`src/rtl/ddr_wr_sched.sv`:
```
// Round-robin write scheduler: shares one DDR write port between four FWFT line FIFOs.
// Each grant issues one burst command, streams BURST_LEN beats, then waits for the response.
//
// state | meaning
// IDLE  | waiting for any ch_req; arbitration from ptr
// CMD   | burst command presented, waiting for wr_cmd_ready
// DATA  | streaming beats from the selected FIFO
// RESP  | waiting for wr_bvalid
module ddr_wr_sched #(
    parameter int ADDR_W    = 28,
    parameter int DATA_W    = 256,
    parameter int BURST_LEN = 16
) (
    input  logic                  clk,
    input  logic                  rst,
    input  logic [3:0]            ch_req,
    input  logic [4*ADDR_W-1:0]   ch_addr,
    input  logic [4*DATA_W-1:0]   ch_rd_data,
    output logic [3:0]            ch_rd_en,
    output logic [3:0]            ch_grant,
    output logic [3:0]            ch_done,
    output logic                  wr_cmd_valid,
    input  logic                  wr_cmd_ready,
    output logic [ADDR_W-1:0]     wr_cmd_addr,
    output logic [7:0]            wr_cmd_len,
    output logic                  wr_data_valid,
    input  logic                  wr_data_ready,
    output logic [DATA_W-1:0]     wr_data,
    output logic                  wr_data_last,
    input  logic                  wr_bvalid,
    output logic                  busy
);

    typedef enum logic [1:0] {IDLE, CMD, DATA, RESP} state_t;

    localparam logic [7:0] LAST_BEAT = 8'(BURST_LEN - 1);

    state_t              state_q, state_d;
    logic [1:0]          ptr_q, ptr_d;
    logic [1:0]          sel_q, sel_d;
    logic [7:0]          beat_cnt_q, beat_cnt_d;
    logic [ADDR_W-1:0]   cmd_addr_q, cmd_addr_d;
    logic [3:0]          grant_q, grant_d;
    logic [3:0]          done_q, done_d;

    logic [ADDR_W-1:0]   addr_arr [4];
    logic [DATA_W-1:0]   data_arr [4];
    logic [1:0]          winner;
    logic [1:0]          idx;
    logic                found;

    always_comb begin
        for (int k = 0; k < 4; k++) begin
            addr_arr[k] = ch_addr[k*ADDR_W +: ADDR_W];
            data_arr[k] = ch_rd_data[k*DATA_W +: DATA_W];
        end
    end

    // First requester at or above ptr, wrapping 3 -> 0.
    always_comb begin
        winner = '0;
        idx    = '0;
        found  = 1'b0;
        for (int i = 0; i < 4; i++) begin
            idx = ptr_q + 2'(i);
            if (!found && ch_req[idx]) begin
                found  = 1'b1;
                winner = idx;
            end
        end
    end

    always_comb begin
        state_d    = state_q;
        ptr_d      = ptr_q;
        sel_d      = sel_q;
        beat_cnt_d = beat_cnt_q;
        cmd_addr_d = cmd_addr_q;
        grant_d    = 4'b0000;
        done_d     = 4'b0000;
        case (state_q)
            IDLE: begin
                if (found) begin
                    state_d    = CMD;
                    sel_d      = winner;
                    cmd_addr_d = addr_arr[winner];
                    grant_d    = 4'b0001 << winner;
                    ptr_d      = winner + 2'd1;
                end
            end
            CMD: begin
                if (wr_cmd_ready) begin
                    state_d    = DATA;
                    beat_cnt_d = '0;
                end
            end
            DATA: begin
                if (wr_data_ready) begin
                    beat_cnt_d = beat_cnt_q + 8'd1;
                    if (beat_cnt_q == LAST_BEAT) begin
                        state_d = RESP;
                    end
                end
            end
            RESP: begin
                if (wr_bvalid) begin
                    state_d = IDLE;
                    done_d  = 4'b0001 << sel_q;
                end
            end
            default: state_d = IDLE;
        endcase
    end

    always_ff @(posedge clk) begin
        if (rst) begin
            state_q    <= IDLE;
            ptr_q      <= '0;
            sel_q      <= '0;
            beat_cnt_q <= '0;
            cmd_addr_q <= '0;
            grant_q    <= '0;
            done_q     <= '0;
        end else begin
            state_q    <= state_d;
            ptr_q      <= ptr_d;
            sel_q      <= sel_d;
            beat_cnt_q <= beat_cnt_d;
            cmd_addr_q <= cmd_addr_d;
            grant_q    <= grant_d;
            done_q     <= done_d;
        end
    end

    assign wr_cmd_valid  = (state_q == CMD);
    assign wr_cmd_addr   = cmd_addr_q;
    assign wr_cmd_len    = LAST_BEAT;
    assign wr_data_valid = (state_q == DATA);
    assign wr_data_last  = (state_q == DATA) && (beat_cnt_q == LAST_BEAT);
    // Data is forced to zero outside DATA so an abandoned burst leaves nothing on the bus.
    assign wr_data       = (state_q == DATA) ? data_arr[sel_q] : '0;
    assign ch_rd_en      = ((state_q == DATA) && wr_data_ready) ? (4'b0001 << sel_q) : 4'b0000;
    assign ch_grant      = grant_q;
    assign ch_done       = done_q;
    assign busy          = (state_q != IDLE);

endmodule

```
`config.mk`:
```
export PLATFORM = sky130hd
export DESIGN_NAME = ddr_wr_sched
export DESIGN_NICKNAME = d
export VERILOG_FILES = /design/src/rtl/ddr_wr_sched.sv
export SDC_FILE = /design/constraint.sdc
export NUM_CORES = 1
export LEC_CHECK = 0
export BUFFER_PORTS_ARGS = -buffer_cell sky130_fd_sc_hd__buf_4
export CORE_AREA = 10 10 561 563
export DETAILED_ROUTE_END_ITERATION = 10
export DIE_AREA = 0 0 571 573
export PLACE_DENSITY = 0.32
export SKIP_CTS_REPAIR_TIMING = 1
export SLEW_MARGIN = 15
export SYNTH_ARGS = -nofsm -noshare
export SYNTH_HDL_FRONTEND = slang
export SYNTH_SLANG_ARGS = --single-unit
```
`constraint.sdc`:
```
create_clock -name clk -period 2 [get_ports clk]
set_input_delay 0.4 -clock clk [delete_from_list [all_inputs] [get_ports clk]]
set_output_delay 0.4 -clock clk [all_outputs]
set_load 0.02 [all_outputs]
```
==> flow_summary.ini <==
[logic_synthesis]
ys_seq_elements = 50
synthDistinctLibCells = 38
synth-warning-count = 0
dominantRegCellSynth = sky130_fd_sc_hd__dfxtp_1
seq_area_frac_synth_pct = 9.59
number_of_enable_flip_flop_cells_after_synthesis = 0
async_flop_share_pct = 0
synth.cell_area_um2 = 10400
avgSynthCellArea_um2 = 11.8
post_synth_inst_count = 887

[grt]
grt_usage_pct = 16.6
grt_pass1_vias = 17369
grt-ovfl-total = 0
grt_pass1_wl_um = 328000
antenna_violations_before_repair = 387
maximum_number_of_pins_on_one_net_before_global_route_repair = 41

[timing]
slew_headroom_pct = 53.9
fin_tns_setup_ns = -156.25
setup_ws_ns = -0.746
layout_worst_path_cycle_share_pct = 137
max_freq_mhz = 364
setup_repair_after_global_routing_missed_its_margin = true
worst-slew-pin-transition_ns = 0.682
final-setup-viol-count = 262
clock_skew_ns = 0.0248
post-route-min-period_ns = 2.75
slew_violations = 0
hold_viol = 0

[cells_and_area]
layout_common_cells = sky130_fd_sc_hd__buf_4, sky130_fd_sc_hd__mux4_2, sky130_fd_sc_hd__and2_1
final_instance_count_excl_fillers = 6459
seq_area_um2 = 1010
synthToLayoutAreaGrowth_pct = 177
num-nets-final = 3554
most_common_library_cell_in_the_layout_ignoring_fill_and_taps = sky130_fd_sc_hd__buf_4
filler_cell_count = 35171
multi_input_area_um2 = 9130
drive_gt1_share_pct = 81.6

[status]
violations = negative setup slack
status = finished, violations left

[setup_path]
reg2reg_depth = 6
cp_arrival_ns = 2.35
critPathKind = flip-flop to primary output
crit_fanout = 10
reg2reg_from = beat_cnt_q[0]$_SDFFE_PP0P_
setup.reg_to_reg.worst_slack_ns = -0.07
worstSetupEndpointType = primary output
worst_ep_required_time_ns = 1.60
crit_path_start_kind = flip-flop
timing.rr.end = state_q[0]$_SDFFE_PP0P_

[floorplanning]
io-pin-count = 1453
placement_rows = 202
die_x_um = 571
start_util_pct = 3.45
floorplan.core_area_um2 = 303000
design.die.area_um2 = 327000
dieHeight_um = 573

[placement]
dp_worst_setup_slack_ns = -0.618
detailed_place_hpwl_um = 274000
place_inst = 6315
count_of_input_and_output_buffers = 1444
gpl.final_weighted_congestion = 0.941

[clock_network]
clk-insertion-delay-late_ns = 0.36
path_clk_slew_ns = 0.11
cts_buffers = 5
clock_sink_count = 50
cts_tree = built
root_buffer = sky130_fd_sc_hd__clkbuf_16
h-tree-depth = 2
maximum_root_to_sink_buffer_count = 2

[route]
postRouteWirelength_um = 291000
wire_per_inst_um = 45.0
ant_nets = 0
via_per_inst = 2.79
route.detailed.drc = 0
detail_route.iter0.violations = 1331
iteration_count_of_the_initial_detailed_routing_pass = 7
vias = 18031

[pwr]
vdd.ir_drop.worst_v = 0.000406
power_leakage_uw = 0.0117
total_power_uw = 23200
power_per_cell_area_nw_per_um2 = 802

[flow_run]
max_cap_viol_count = 0

[worst_hold_path]
whs_path_depth = 3
hold_end = wr_cmd_addr[6]$_SDFFE_PP0P_
min_path_type = input port to flip-flop
hold_path.startpoint = ch_addr[62]
==> cell usage after synthesis, types with 3 or more instances <==
library cell	count	area (µm²)
sky130_fd_sc_hd__nor2_1	22	82.6
sky130_fd_sc_hd__nand2_1	29	109
sky130_fd_sc_hd__ha_1	6	75.1
sky130_fd_sc_hd__nand3_1	3	15.0
sky130_fd_sc_hd__buf_1	8	30.0
sky130_fd_sc_hd__nand3b_1	9	67.6
sky130_fd_sc_hd__clkbuf_1	53	199
sky130_fd_sc_hd__a21oi_1	7	35.0
sky130_fd_sc_hd__buf_6	3	33.8
sky130_fd_sc_hd__a211oi_1	3	22.5
sky130_fd_sc_hd__nand2b_1	7	43.8
sky130_fd_sc_hd__mux4_2	256	5770
sky130_fd_sc_hd__mux2i_1	58	581
sky130_fd_sc_hd__and2_1	256	1600
sky130_fd_sc_hd__buf_2	37	185
sky130_fd_sc_hd__xnor2_1	3	26.3
sky130_fd_sc_hd__inv_1	7	26.3
sky130_fd_sc_hd__nor3_1	5	25.0
sky130_fd_sc_hd__o221ai_1	28	245
sky130_fd_sc_hd__buf_4	10	75.1
sky130_fd_sc_hd__xor2_1	4	35.0
sky130_fd_sc_hd__dfxtp_1	50	1000
sky130_fd_sc_hd__and3_1	4	25.0
==> stage by stage <==
stage,util (%),instance area [µm²],hold slack [ns]
after floorplan,-,10500,0.466
after global placement,8.95,27100,0.446
after detailed placement,8.95,27100,0.449
after CTS,9.00,27200,0.314
after global routing,9.53,28800,0.329
final,9.58,29000,0.351
==> layout make-up <==
cell class / instances / share of cell area (%)
diodes: 77 / 0.665
inverters: 7 / 0.0907
repair buffers: 1614 / 46.6
clock inverters: 3 / 0.0907
well taps: 3978 / 17.2
flip-flops and latches: 50 / 3.48
clock buffers: 5 / 0.432
multi-input cells: 725 / 31.5
==> worst max-delay path, stage by stage, from the launching register on <==
cell and delay (ns):
sky130_fd_sc_hd__dfxtp_4 0.44, sky130_fd_sc_hd__buf_12 0.23, sky130_fd_sc_hd__buf_16 0.18, sky130_fd_sc_hd__mux4_2 0.66, sky130_fd_sc_hd__and2_4 0.28, sky130_fd_sc_hd__buf_6 0.15
==> logic make-up (layout without fill, tap and decap cells) <==
logic type	after synthesis	in the layout	share of synthesized area, %
flops	50	50	9.59
fa+ha+maj	6	6	0.719
xor+xnor	7	7	0.587
buf+inv	118	1629	5.26
simple gates	343	343	19.4
other cells	2	85	0.0719
compound gates	46	46	3.51
mux	315	315	60.9
==> worst max-delay path by stage <==
stage	from	to	slack, ns	depth (start not counted)
floorplan	sel_q[0]$_SDFFE_PP0P_	wr_data[100]	-0.03	5
global placement	sel_q[0]$_SDFFE_PP0P_	wr_data[57]	-0.63	5
detailed placement	sel_q[0]$_SDFFE_PP0P_	wr_data[57]	-0.62	5
CTS	sel_q[0]$_SDFFE_PP0P_	wr_data[57]	-1.07	5
global route	sel_q[0]$_SDFFE_PP0P_	wr_data[57]	-0.80	5
finish	sel_q[0]$_SDFFE_PP0P_	wr_data[57]	-0.75	5
==> state kept, by name (all words and copies together) (netlist names) <==
name and cells:
sel_q 2, wr_cmd_addr 28, ch_done 4, beat_cnt_q 8
state_q 2, ch_grant 4, ptr_q 2
==> report_power, final <==
group,switching (µW),internal [µW],leakage (µW)
Combinational,10300,10200,0.0112
Clock,614,483,0.0000753
Sequential,265,1330,0.000412
Total,11200,12100,0.0117
==> metal layers <==
metal / vias up / part of all wire (%) / global-route usage, % / routed length [µm]
met2: 1731 / 46 / 27.9 / 134000
li1: 6670 / - / - / -
met4: 224 / 2.1 / 1.78 / 6120
met5: - / 0.51 / 0 / 1500
met3: 605 / 15 / 11.1 / 44400
met1: 8801 / 36 / 17.8 / 104000
Power figures use the tool's default switching activity.
